$ cat config.mk
export PLATFORM = sky130hd
export DESIGN_NAME = multicycle_control_unit
export DESIGN_NICKNAME = d
export VERILOG_FILES = /design/src/rtl/mips_pkg.sv /design/src/rtl/mcu_output_decode.sv /design/src/rtl/multicycle_control_unit.sv
export SDC_FILE = /design/constraint.sdc
export NUM_CORES = 1
export LEC_CHECK = 0
export BUFFER_PORTS_ARGS = -buffer_cell sky130_fd_sc_hd__buf_4
export CORE_UTILIZATION = 45
export CTS_CLUSTER_SIZE = 30
export DETAILED_ROUTE_END_ITERATION = 8
export PLACE_DENSITY = 0.72
export SYNTH_ARGS = -nofsm -noshare
export SYNTH_HDL_FRONTEND = slang
export SYNTH_HIERARCHICAL = 1
export SYNTH_SLANG_ARGS = --single-unit
$ cat constraint.sdc
create_clock -name clk -period 2.5 [get_ports clk]
set_clock_uncertainty 0.1 [all_clocks]
set_input_delay 0.75 -clock clk [delete_from_list [all_inputs] [get_ports clk]]
set_output_delay 0.75 -clock clk [all_outputs]
set_load 0.02 [all_outputs]
$ cat src/rtl/mips_pkg.sv
// -----------------------------------------------------------------------------
// mips_pkg
// Shared definitions for the multi-cycle MIPS-subset control unit:
//   - opcode field values of the instruction set
//   - ALU operation, pc_source and alu_src_b encodings
//   - FSM state enum
//   - ctrl_t: the bundle of datapath strobes produced by the output decoder
// -----------------------------------------------------------------------------
package mips_pkg;

  // Opcode field values
  localparam logic [5:0] OP_RTYPE = 6'b000000;
  localparam logic [5:0] OP_ADDI  = 6'b000010;
  localparam logic [5:0] OP_SUBI  = 6'b000011;
  localparam logic [5:0] OP_ANDI  = 6'b000100;
  localparam logic [5:0] OP_ORI   = 6'b000101;
  localparam logic [5:0] OP_SLTI  = 6'b000111;
  localparam logic [5:0] OP_LW    = 6'b001000;
  localparam logic [5:0] OP_LB    = 6'b001001;
  localparam logic [5:0] OP_SW    = 6'b010000;
  localparam logic [5:0] OP_SB    = 6'b010001;
  localparam logic [5:0] OP_BEQ   = 6'b100011;
  localparam logic [5:0] OP_BNE   = 6'b100111;
  localparam logic [5:0] OP_MOVE  = 6'b100000;
  localparam logic [5:0] OP_J     = 6'b111000;
  localparam logic [5:0] OP_JAL   = 6'b111001;

  // ALU operations
  localparam logic [2:0] ALUOP_AND   = 3'b000;
  localparam logic [2:0] ALUOP_OR    = 3'b001;
  localparam logic [2:0] ALUOP_XOR   = 3'b010;
  localparam logic [2:0] ALUOP_NOR   = 3'b011;
  localparam logic [2:0] ALUOP_SLT   = 3'b100;
  localparam logic [2:0] ALUOP_ADD   = 3'b101;
  localparam logic [2:0] ALUOP_SUB   = 3'b110;
  localparam logic [2:0] ALUOP_FUNCT = 3'b111;

  // PC source select
  localparam logic [1:0] PCSRC_ALU    = 2'd0;
  localparam logic [1:0] PCSRC_ALUOUT = 2'd1;
  localparam logic [1:0] PCSRC_JUMP   = 2'd2;
  localparam logic [1:0] PCSRC_RS     = 2'd3;

  // ALU B-operand select
  localparam logic [1:0] ALUSRCB_REG    = 2'd0;
  localparam logic [1:0] ALUSRCB_FOUR   = 2'd1;
  localparam logic [1:0] ALUSRCB_IMM    = 2'd2;
  localparam logic [1:0] ALUSRCB_IMM_SH = 2'd3;

  typedef enum logic [3:0] {
    ST_FETCH,
    ST_DECODE,
    ST_EXEC_R,
    ST_R_WB,
    ST_EXEC_I,
    ST_I_WB,
    ST_MEM_ADDR,
    ST_MEM_READ,
    ST_MEM_WB,
    ST_MEM_WRITE,
    ST_BRANCH,
    ST_JUMP,
    ST_JR,
    ST_ILLEGAL
  } state_e;

  typedef struct packed {
    logic       pc_write;
    logic       pc_write_cond;
    logic       branch_ne;
    logic [1:0] pc_source;
    logic       ir_write;
    logic       i_or_d;
    logic       mem_read;
    logic       mem_write;
    logic       byte_op;
    logic       mem_to_reg;
    logic       reg_dst;
    logic       reg_write;
    logic       link;
    logic       move;
    logic       alu_src_a;
    logic [1:0] alu_src_b;
    logic [2:0] alu_op;
    logic       instr_done;
  } ctrl_t;

endpackage

$ cat src/rtl/mcu_output_decode.sv
// -----------------------------------------------------------------------------
// mcu_output_decode
// Purely combinational decoder from FSM state (plus the latched opcode and the
// memory handshake) to the datapath strobes.
// Ports:
//   state_i      current FSM state
//   opcode_i     opcode field from the instruction register
//   mem_ready_i  memory completes the current access this cycle
//   ctrl_o       strobe bundle (all zero outside the listed assertions)
// -----------------------------------------------------------------------------
module mcu_output_decode
  import mips_pkg::*;
#(
  parameter int OPCODE_W        = 6,
  parameter bit TRAP_ON_ILLEGAL = 1'b1
) (
  input  state_e              state_i,
  input  logic [OPCODE_W-1:0] opcode_i,
  input  logic                mem_ready_i,
  output ctrl_t               ctrl_o
);

  logic is_lb, is_sb, is_bne, is_jal, is_move;

  assign is_lb   = (opcode_i == OPCODE_W'(OP_LB));
  assign is_sb   = (opcode_i == OPCODE_W'(OP_SB));
  assign is_bne  = (opcode_i == OPCODE_W'(OP_BNE));
  assign is_jal  = (opcode_i == OPCODE_W'(OP_JAL));
  assign is_move = (opcode_i == OPCODE_W'(OP_MOVE));

  always_comb begin
    // NOTE: every field gets a value before the case so no path leaves a
    // strobe unassigned, which would infer a latch.
    ctrl_o = '0;
    unique case (state_i)
      ST_FETCH: begin
        ctrl_o.mem_read  = 1'b1;
        ctrl_o.alu_src_b = ALUSRCB_FOUR;
        ctrl_o.alu_op    = ALUOP_ADD;
        // IR and PC+4 are captured only on the cycle the fetch completes.
        if (mem_ready_i) begin
          ctrl_o.ir_write  = 1'b1;
          ctrl_o.pc_write  = 1'b1;
          ctrl_o.pc_source = PCSRC_ALU;
        end
      end
      ST_DECODE: begin
        // Branch target precomputed into ALUOut while the opcode is decoded.
        ctrl_o.alu_src_b = ALUSRCB_IMM_SH;
        ctrl_o.alu_op    = ALUOP_ADD;
      end
      ST_EXEC_R: begin
        ctrl_o.alu_src_a = 1'b1;
        ctrl_o.alu_src_b = ALUSRCB_REG;
        ctrl_o.alu_op    = ALUOP_FUNCT;
      end
      ST_R_WB: begin
        ctrl_o.reg_dst    = 1'b1;
        ctrl_o.reg_write  = 1'b1;
        ctrl_o.instr_done = 1'b1;
      end
      ST_EXEC_I: begin
        ctrl_o.alu_src_a = 1'b1;
        ctrl_o.alu_src_b = ALUSRCB_IMM;
        ctrl_o.move      = is_move;
        if (opcode_i == OPCODE_W'(OP_SUBI))      ctrl_o.alu_op = ALUOP_SUB;
        else if (opcode_i == OPCODE_W'(OP_ANDI)) ctrl_o.alu_op = ALUOP_AND;
        else if (opcode_i == OPCODE_W'(OP_ORI))  ctrl_o.alu_op = ALUOP_OR;
        else if (opcode_i == OPCODE_W'(OP_SLTI)) ctrl_o.alu_op = ALUOP_SLT;
        else                                     ctrl_o.alu_op = ALUOP_ADD;
      end
      ST_I_WB: begin
        ctrl_o.reg_write  = 1'b1;
        ctrl_o.move       = is_move;
        ctrl_o.instr_done = 1'b1;
      end
      ST_MEM_ADDR: begin
        ctrl_o.alu_src_a = 1'b1;
        ctrl_o.alu_src_b = ALUSRCB_IMM;
        ctrl_o.alu_op    = ALUOP_ADD;
      end
      ST_MEM_READ: begin
        ctrl_o.mem_read = 1'b1;
        ctrl_o.i_or_d   = 1'b1;
        ctrl_o.byte_op  = is_lb;
      end
      ST_MEM_WB: begin
        ctrl_o.mem_to_reg = 1'b1;
        ctrl_o.reg_write  = 1'b1;
        ctrl_o.byte_op    = is_lb;
        ctrl_o.instr_done = 1'b1;
      end
      ST_MEM_WRITE: begin
        ctrl_o.mem_write  = 1'b1;
        ctrl_o.i_or_d     = 1'b1;
        ctrl_o.byte_op    = is_sb;
        ctrl_o.instr_done = mem_ready_i;
      end
      ST_BRANCH: begin
        ctrl_o.alu_src_a     = 1'b1;
        ctrl_o.alu_src_b     = ALUSRCB_REG;
        ctrl_o.alu_op        = ALUOP_SUB;
        ctrl_o.pc_write_cond = 1'b1;
        ctrl_o.pc_source     = PCSRC_ALUOUT;
        ctrl_o.branch_ne     = is_bne;
        ctrl_o.instr_done    = 1'b1;
      end
      ST_JUMP: begin
        ctrl_o.pc_write   = 1'b1;
        ctrl_o.pc_source  = PCSRC_JUMP;
        ctrl_o.reg_write  = is_jal;
        ctrl_o.link       = is_jal;
        ctrl_o.instr_done = 1'b1;
      end
      ST_JR: begin
        ctrl_o.pc_write   = 1'b1;
        ctrl_o.pc_source  = PCSRC_RS;
        ctrl_o.instr_done = 1'b1;
      end
      ST_ILLEGAL: begin
        // A trapped illegal opcode never retires; in NOP mode it does.
        ctrl_o.instr_done = !TRAP_ON_ILLEGAL;
      end
      default: ctrl_o = '0;
    endcase
  end

endmodule

$ cat src/rtl/multicycle_control_unit.sv
// -----------------------------------------------------------------------------
// multicycle_control_unit
// Moore FSM sequencing each MIPS-subset instruction through fetch, decode,
// execute, memory and writeback on a shared-ALU/shared-memory datapath, with
// a variable-latency memory handshake, an illegal-opcode policy and a
// retired-instruction counter.
// Ports:
//   clk, reset          rising-edge clock, synchronous active-high reset
//   opcode, funct       instruction register fields
//   mem_ready           memory completes the current access this cycle
//   zero                ALU zero flag (consumed by the datapath PC logic)
//   pc_write .. alu_op  datapath strobes, all 0 while reset is high
//   instr_done          pulse on the final cycle of each instruction
//   illegal_op          illegal-opcode flag (sticky when trapping)
//   retired_count       completed-instruction count, wraps
// -----------------------------------------------------------------------------
module multicycle_control_unit
  import mips_pkg::*;
#(
  parameter int                 OPCODE_W        = 6,
  parameter int                 FUNCT_W         = 6,
  parameter logic [FUNCT_W-1:0] JR_FUNCT        = 6'b001000,
  parameter int                 ALUOP_W         = 3,
  parameter int                 CNT_W           = 32,
  parameter bit                 TRAP_ON_ILLEGAL = 1'b1
) (
  input  logic                clk,
  input  logic                reset,
  input  logic [OPCODE_W-1:0] opcode,
  input  logic [FUNCT_W-1:0]  funct,
  input  logic                mem_ready,
  input  logic                zero,
  output logic                pc_write,
  output logic                pc_write_cond,
  output logic                branch_ne,
  output logic [1:0]          pc_source,
  output logic                ir_write,
  output logic                i_or_d,
  output logic                mem_read,
  output logic                mem_write,
  output logic                byte_op,
  output logic                mem_to_reg,
  output logic                reg_dst,
  output logic                reg_write,
  output logic                link,
  output logic                move,
  output logic                alu_src_a,
  output logic [1:0]          alu_src_b,
  output logic [ALUOP_W-1:0]  alu_op,
  output logic                instr_done,
  output logic                illegal_op,
  output logic [CNT_W-1:0]    retired_count
);

  state_e           state_q, state_d;
  logic [CNT_W-1:0] retired_q, retired_d;
  logic             illegal_q, illegal_d;
  ctrl_t            ctrl_raw, ctrl;

  // The zero flag qualifies the PC load inside the datapath, not here.
  logic unused_zero;
  assign unused_zero = zero;

  mcu_output_decode #(
    .OPCODE_W        (OPCODE_W),
    .TRAP_ON_ILLEGAL (TRAP_ON_ILLEGAL)
  ) u_decode (
    .state_i     (state_q),
    .opcode_i    (opcode),
    .mem_ready_i (mem_ready),
    .ctrl_o      (ctrl_raw)
  );

  // Gating with reset kills any strobe of an aborted instruction immediately
  // rather than one cycle later when the state register clears.
  assign ctrl = reset ? '0 : ctrl_raw;

  assign pc_write      = ctrl.pc_write;
  assign pc_write_cond = ctrl.pc_write_cond;
  assign branch_ne     = ctrl.branch_ne;
  assign pc_source     = ctrl.pc_source;
  assign ir_write      = ctrl.ir_write;
  assign i_or_d        = ctrl.i_or_d;
  assign mem_read      = ctrl.mem_read;
  assign mem_write     = ctrl.mem_write;
  assign byte_op       = ctrl.byte_op;
  assign mem_to_reg    = ctrl.mem_to_reg;
  assign reg_dst       = ctrl.reg_dst;
  assign reg_write     = ctrl.reg_write;
  assign link          = ctrl.link;
  assign move          = ctrl.move;
  assign alu_src_a     = ctrl.alu_src_a;
  assign alu_src_b     = ctrl.alu_src_b;
  assign alu_op        = ALUOP_W'(ctrl.alu_op);
  assign instr_done    = ctrl.instr_done;
  assign illegal_op    = illegal_q;
  assign retired_count = retired_q;

  always_comb begin
    state_d = state_q;
    unique case (state_q)
      ST_FETCH:  if (mem_ready) state_d = ST_DECODE;
      ST_DECODE: begin
        case (opcode)
          OPCODE_W'(OP_RTYPE):
            state_d = (funct == JR_FUNCT) ? ST_JR : ST_EXEC_R;
          OPCODE_W'(OP_ADDI), OPCODE_W'(OP_SUBI), OPCODE_W'(OP_ANDI),
          OPCODE_W'(OP_ORI),  OPCODE_W'(OP_SLTI), OPCODE_W'(OP_MOVE):
            state_d = ST_EXEC_I;
          OPCODE_W'(OP_LW), OPCODE_W'(OP_LB),
          OPCODE_W'(OP_SW), OPCODE_W'(OP_SB):
            state_d = ST_MEM_ADDR;
          OPCODE_W'(OP_BEQ), OPCODE_W'(OP_BNE):
            state_d = ST_BRANCH;
          OPCODE_W'(OP_J), OPCODE_W'(OP_JAL):
            state_d = ST_JUMP;
          default:
            state_d = ST_ILLEGAL;
        endcase
      end
      ST_EXEC_R:   state_d = ST_R_WB;
      ST_EXEC_I:   state_d = ST_I_WB;
      ST_MEM_ADDR: begin
        if (opcode == OPCODE_W'(OP_LW) || opcode == OPCODE_W'(OP_LB))
          state_d = ST_MEM_READ;
        else
          state_d = ST_MEM_WRITE;
      end
      ST_MEM_READ:  if (mem_ready) state_d = ST_MEM_WB;
      ST_MEM_WRITE: if (mem_ready) state_d = ST_FETCH;
      ST_ILLEGAL:   state_d = TRAP_ON_ILLEGAL ? ST_ILLEGAL : ST_FETCH;
      ST_R_WB, ST_I_WB, ST_MEM_WB, ST_BRANCH, ST_JUMP, ST_JR:
        state_d = ST_FETCH;
      default:      state_d = ST_FETCH;
    endcase
  end

  always_comb begin
    retired_d = ctrl.instr_done ? retired_q + CNT_W'(1) : retired_q;
    // Trapping keeps the flag until reset; otherwise it marks only the
    // single cycle spent in ILLEGAL.
    if (TRAP_ON_ILLEGAL) illegal_d = illegal_q | (state_d == ST_ILLEGAL);
    else                 illegal_d = (state_d == ST_ILLEGAL);
  end

  always_ff @(posedge clk) begin
    // NOTE: non-blocking assignments make every register sample the
    // pre-edge values, independent of statement order.
    if (reset) begin
      state_q   <= ST_FETCH;
      retired_q <= '0;
      illegal_q <= 1'b0;
    end else begin
      state_q   <= state_d;
      retired_q <= retired_d;
      illegal_q <= illegal_d;
    end
  end

endmodule

=== Word level (Yosys, flattened, before mapping) ===
Cells that the tools add are included.

* Output and inout port bits: 55
* Flip-flop bits (word level): 37
* Input bits: 16
* Word-level logic and storage cells: 79

* Reduce and logical (&&, ||, !) cells: 15
* Add/sub/neg operators: 1
* Bitwise logic cells: 1
* Equality and inequality tests: 29
* Multiplexer cells: 30

{| class="wikitable"
|+ Operator list
! cell !! count
|-
| $add 32x1->32 const B || 1
|-
| $pmux 4 s8 || 1
|-
| $eq 6x6->1 const B || 5
|-
| $pmux 5 s6 || 1
|-
| $eq 4x4->1 const B || 7
|-
| $mux 22 || 1
|-
| $mux 4 || 5
|-
| $pmux 4 s5 || 1
|-
| $eq 6x3->1 const B || 3
|-
| $eq 6x4->1 const B || 3
|-
| $eq 4x3->1 const B || 4
|-
| $reduce_or 2->1 || 7
|-
| $eq 6x2->1 const B || 2
|-
| $eq 6x5->1 const B || 2
|-
| $mux 1 || 12
|-
| $reduce_or 6->1 || 2
|-
| $mux 3 || 3
|-
| $eq 4x2->1 const B || 2
|-
| $pmux 1 s2 || 4
|-
| $pmux 2 s4 || 1
|-
| $reduce_or 4->1 || 2
|-
| $logic_not 6->1 || 1
|-
| $eq 4x1->1 const B || 1
|-
| $logic_not 4->1 || 1
|-
| 4 further kinds || 4
|}

=== Depth between registers and ports, before layout ===
* Depth in word-level cells: 7
* Gate-level depth with buffers: 10
* Depth with buffers taken out: 8

=== Hierarchy ===
The synthesis kept the hierarchy.

{| class="wikitable"
|+ By module, submodules not included
! module !! cells an instance !! area each (um^2) !! seq. area each (um^2) !! times used
|-
| multicycle_control_unit || 286 || 2259.7 || 740.7 || 1
|-
| mcu_output_decode || 77 || 473.0 || 0.0 || 1
|}

=== Worst setup path before layout ===
OpenSTA, ideal clock, no wires.

* Kind: input to register
* Start: in mem_ready
* End: reg retired_q[27] (netlist: retired_count[27])
* Setup slack: -0.186 ns
* Library setup time: 0.121 ns
* Data required time: 2.279 ns
* Cell stages on the path: 8
* Buffers on the path: 1
* Data arrival time: 2.465 ns
* Cell sequence: o22ai_1 -> a221oi_1 -> and3_1 -> buf_2 -> nand4_4 -> nor3_2 -> nand3_1 -> mux2_2

{| class="wikitable"
|+ RTL lines
! element !! RTL line !! source
|-
| start: declaration || multicycle_control_unit.sv:31 || <nowiki>input logic mem_ready,</nowiki>
|-
| end signal: assignment || multicycle_control_unit.sv:155 || <nowiki>retired_q <= retired_d;</nowiki>
|-
| end: declaration || multicycle_control_unit.sv:56 || <nowiki>logic [CNT_W-1:0] retired_q, retired_d;</nowiki>
|}

==> metrics.md <==
| Metric | Value |
|---|---|
| Outcome | `finished with violations` |
| Failing checks | `negative setup slack` |
| Ys flop type | `dfxtp_1` |
| CP startpoint kind | `input pin` |
| Drt wl/cell | `12.9 um` |
| Antenna-violating nets left | `0` |
| Min-delay src | `illegal_op$_SDFF_PP0_` |
| Worst hold path type | `reg -> reg` |
| Met2 WL post-DR | `3.24 mm` |
| Synthesized flop and latch total | `37` |
| Largest net degree at the start of global routing | `40` |
| Tmin final | `2620 ps` |
| Fin Hold WS | `399 ps` |
| Setup CP Type | `in -> out` |
| Detailed Routing Iterations Pass 1 | `4` |
| Vias per cell | `5.37` |
| Clock tree buffer depth | `2` |
| Setup Viol. Count Final | `8` |
| Core area | `0.00589 mm^2` |
| Num Clock Sinks | `37` |
| Rel. slew slack | `71.8%` |
| Synth top cells by count | `47 x nor2_1, 37 x dfxtp_1, 29 x nor2b_1, 24 x nand2_1, 21 x nor3_1` |
| RD Place Congestion | `0.882` |
| Buffers on Ports | `69` |
| Clock share of power | `25.5%` |
| Sequential area share after synthesis | `27.1%` |
| Ys Warns | `6` |
| Vias | `2814` |
| Die width | `79.9 um` |
| Cells after DPL | `507` |
| ANT cells | `0` |
| Layout Cells excl Fill | `524` |
| Vias in the first global route | `2322` |
| Slew Limit Fails | `0` |
| Lkg Pwr | `1.55 nW` |
| Routed WL | `6.77 mm` |
| Worst Reg-to-Reg Cells | `8` |
| P_int | `0.00104 W` |
| Top Layer Used | `met4` |
| Synth area leaders | `dfxtp_1 27%, nor2b_1 6.6%, nor2_1 6.5%, xnor2_1 5.4%, nor3_1 3.8%` |
| Crit end category | `output port` |
| RSZ-0062 raised after global routing | `true` |
| Filler cells | `535` |
| Synthesized net count | `380` |
| Die Area | `0.00639 mm^2` |
| Cells after Synth | `363` |
| Starting Density | `46.4%` |
| Final HPWL DP | `4.72 mm` |
| Crit-path max cell delay | `410 ps` |
| Row cnt | `28` |
| Hold path cells | `2` |
| Worst vdd ir | `0.254 mV` |
| Sw Share | `32.5%` |
| Seq pwr share | `41.1%` |
| Total GRT Usage | `20.4%` |
| CP max FO | `3` |
| Die Y-Extent | `79.9 um` |
| Final WS setup | `-119 ps` |
| Reg-to-Reg Start | `state_q[1]$_SDFF_PP0_` |
| Total Power | `0.00154 W` |
| Ys async rst share | `0%` |
| Initial detailed-routing violation count | `161` |
| Met3 WL post-DR | `354 um` |
| # DRC | `0` |
| CTS tree | `yes` |
| M1 WL | `3.08 mm` |
| Max capacitance violation total | `0` |
| Mapped Avg Cell Area | `7.53 um^2` |
| Cell Chain, Critical Path | `buf_6 > or3_4 > o31ai_2 > nor2b_2 > buf_4` |
| First-pass GRT wire length | `10.4 mm` |
| H-tree Lvls | `2` |
| Hold Path End | `illegal_op$_SDFF_PP0_` |
| CTS Hold Buffers Added | `0` |
| Sw Pwr | `0.000499 W` |
| Fmax | `0.382 GHz` |
| Layout area overhead | `36.9%` |
| Most numerous cell in the Yosys netlist | `nor2_1` |
| Synthesized area | `0.00273 mm^2` |
| Util after Layout | `63.5%` |
| Clock slew at reported path FFs | `60 ps` |
| Critical path origin | `opcode[3]` |
| Clock Latency Late Sink | `280 ps` |
| Combinational Power Share | `33.3%` |
| Grt ovf | `0` |
| CP arrival | `1770 ps` |
| R2r setup slk | `210 ps` |
| Top cell type's share of synthesized area | `27.1%` |
| Synth area leader | `dfxtp_1` |
| Area of the multi-input gates | `0.00188 mm^2` |
| Worst Max-Slew Pin Slew | `412 ps` |
| Setup TNS | `-633 ps` |
| Synth cell types | `57` |
| Net count, final | `465` |
| Crit share post-route | `105%` |
| CTS Buf Count | `5` |
| Post-synth EDFFs | `0` |
| R2r endpoint | `retired_count[15]$_SDFFE_PP0P_` |
| CTS root buffer | `clkbuf_8` |
| CP max stage cell | `or3_4` |
| Power Dens Cells | `411 mW/mm^2` |
| Final hold viol count | `0` |
| Reg area | `751 um^2` |
| Io pins | `71` |
| Req. time, crit path | `1650 ps` |
| Initial antenna violation count | `0` |
| Layout cells sized above 1 | `32.3%` |
[metal layers]
layer  global-route usage [%]  vias up
li1                         -     1442
met1                     26.7     1284
met2                     33.9       78
met3                     4.00       10
met4                     5.18        0
met5                        0        -
[placed cells by master (no fill, tap or decap), drive strengths merged, types with 8 or more instances in the layout]
| cell | netlist | routed |
|---|---|---|
| a21oi | 14 | 14 |
| nor3 | 22 | 22 |
| nand3 | 16 | 16 |
| nor2 | 47 | 47 |
| o21ai | 10 | 10 |
| nand2 | 24 | 24 |
| dfxtp | 37 | 37 |
| nor2b | 29 | 29 |
| inv | 13 | 12 |
| nand2b | 9 | 9 |
| nand4 | 10 | 10 |
| xor2 | 8 | 8 |
| buf | 15 | 104 |
| xnor2 | 17 | 17 |
[logic make-up after synthesis]
| group | count (synthesis) | synth area share, % |
|---|---|---|
| xor+xnor | 25 | 8.01 |
| fa+ha+maj | 1 | 0.458 |
| flops | 37 | 27.1 |
| mux | 8 | 3.11 |
| buf+inv | 40 | 7.28 |
| compound gates | 53 | 13.5 |
| simple gates | 199 | 40.6 |
[registers in the layout (all words and copies together), names as in the netlist]
signal,count
state_q,4
retired_count,32
illegal_op,1
[per-stage QoR]
stage                     setup WS (ps)  instance area, um^2
after floorplan                    30.3                 2750
after global placement             -174                 3440
after detailed placement           -182                 3440
after CTS                         -94.9                 3640
after global routing               -157                 3740
final                              -119                 3740
[layout make-up]
class | instances | area share, %
Multi-Input combinational cell | 286 | 50.2
Clock inverter | 2 | 0.268
Sequential cell | 37 | 20.1
Clock buffer | 6 | 1.94
Inverter | 13 | 1.41
Tap cell | 75 | 2.51
Timing Repair Buffer | 105 | 23.7
[worst max-delay path by stage]
stage | to | slack [ps]
after floorplan | alu_op[1] | 30
after global placement | link | -170
after detailed placement | alu_op[0] | -180
after CTS | alu_op[0] | -90
after global routing | reg_write | -160
final | alu_op[1] | -120
[critical path, delay by kind of cell]
kind,cells,cell delay (ps)
and+or+nand+nor,2,570
AOI/OAI and AO/OA,1,220
buffers and inverters,2,230
[power groups by stage]
stage | clock network [W] | registers (W) | logic, W
floorplan | 0 | 0.000634 | 0.000335
global placement | 0 | 0.000638 | 0.000465
detailed placement | 0 | 0.000638 | 0.000467
CTS | 0.000408 | 0.000630 | 0.000494
global route | 0.000425 | 0.000635 | 0.000557
finish | 0.000393 | 0.000632 | 0.000512
[repair_timing]
item	4_1_cts	5_1_grt
buffers inserted	4	4
endpoints found under the setup margin	12	12
gates resized for setup	26	12
pin swaps	9	4
gates cloned	0	1
No activity file was read; power rests on OpenSTA's default activity.
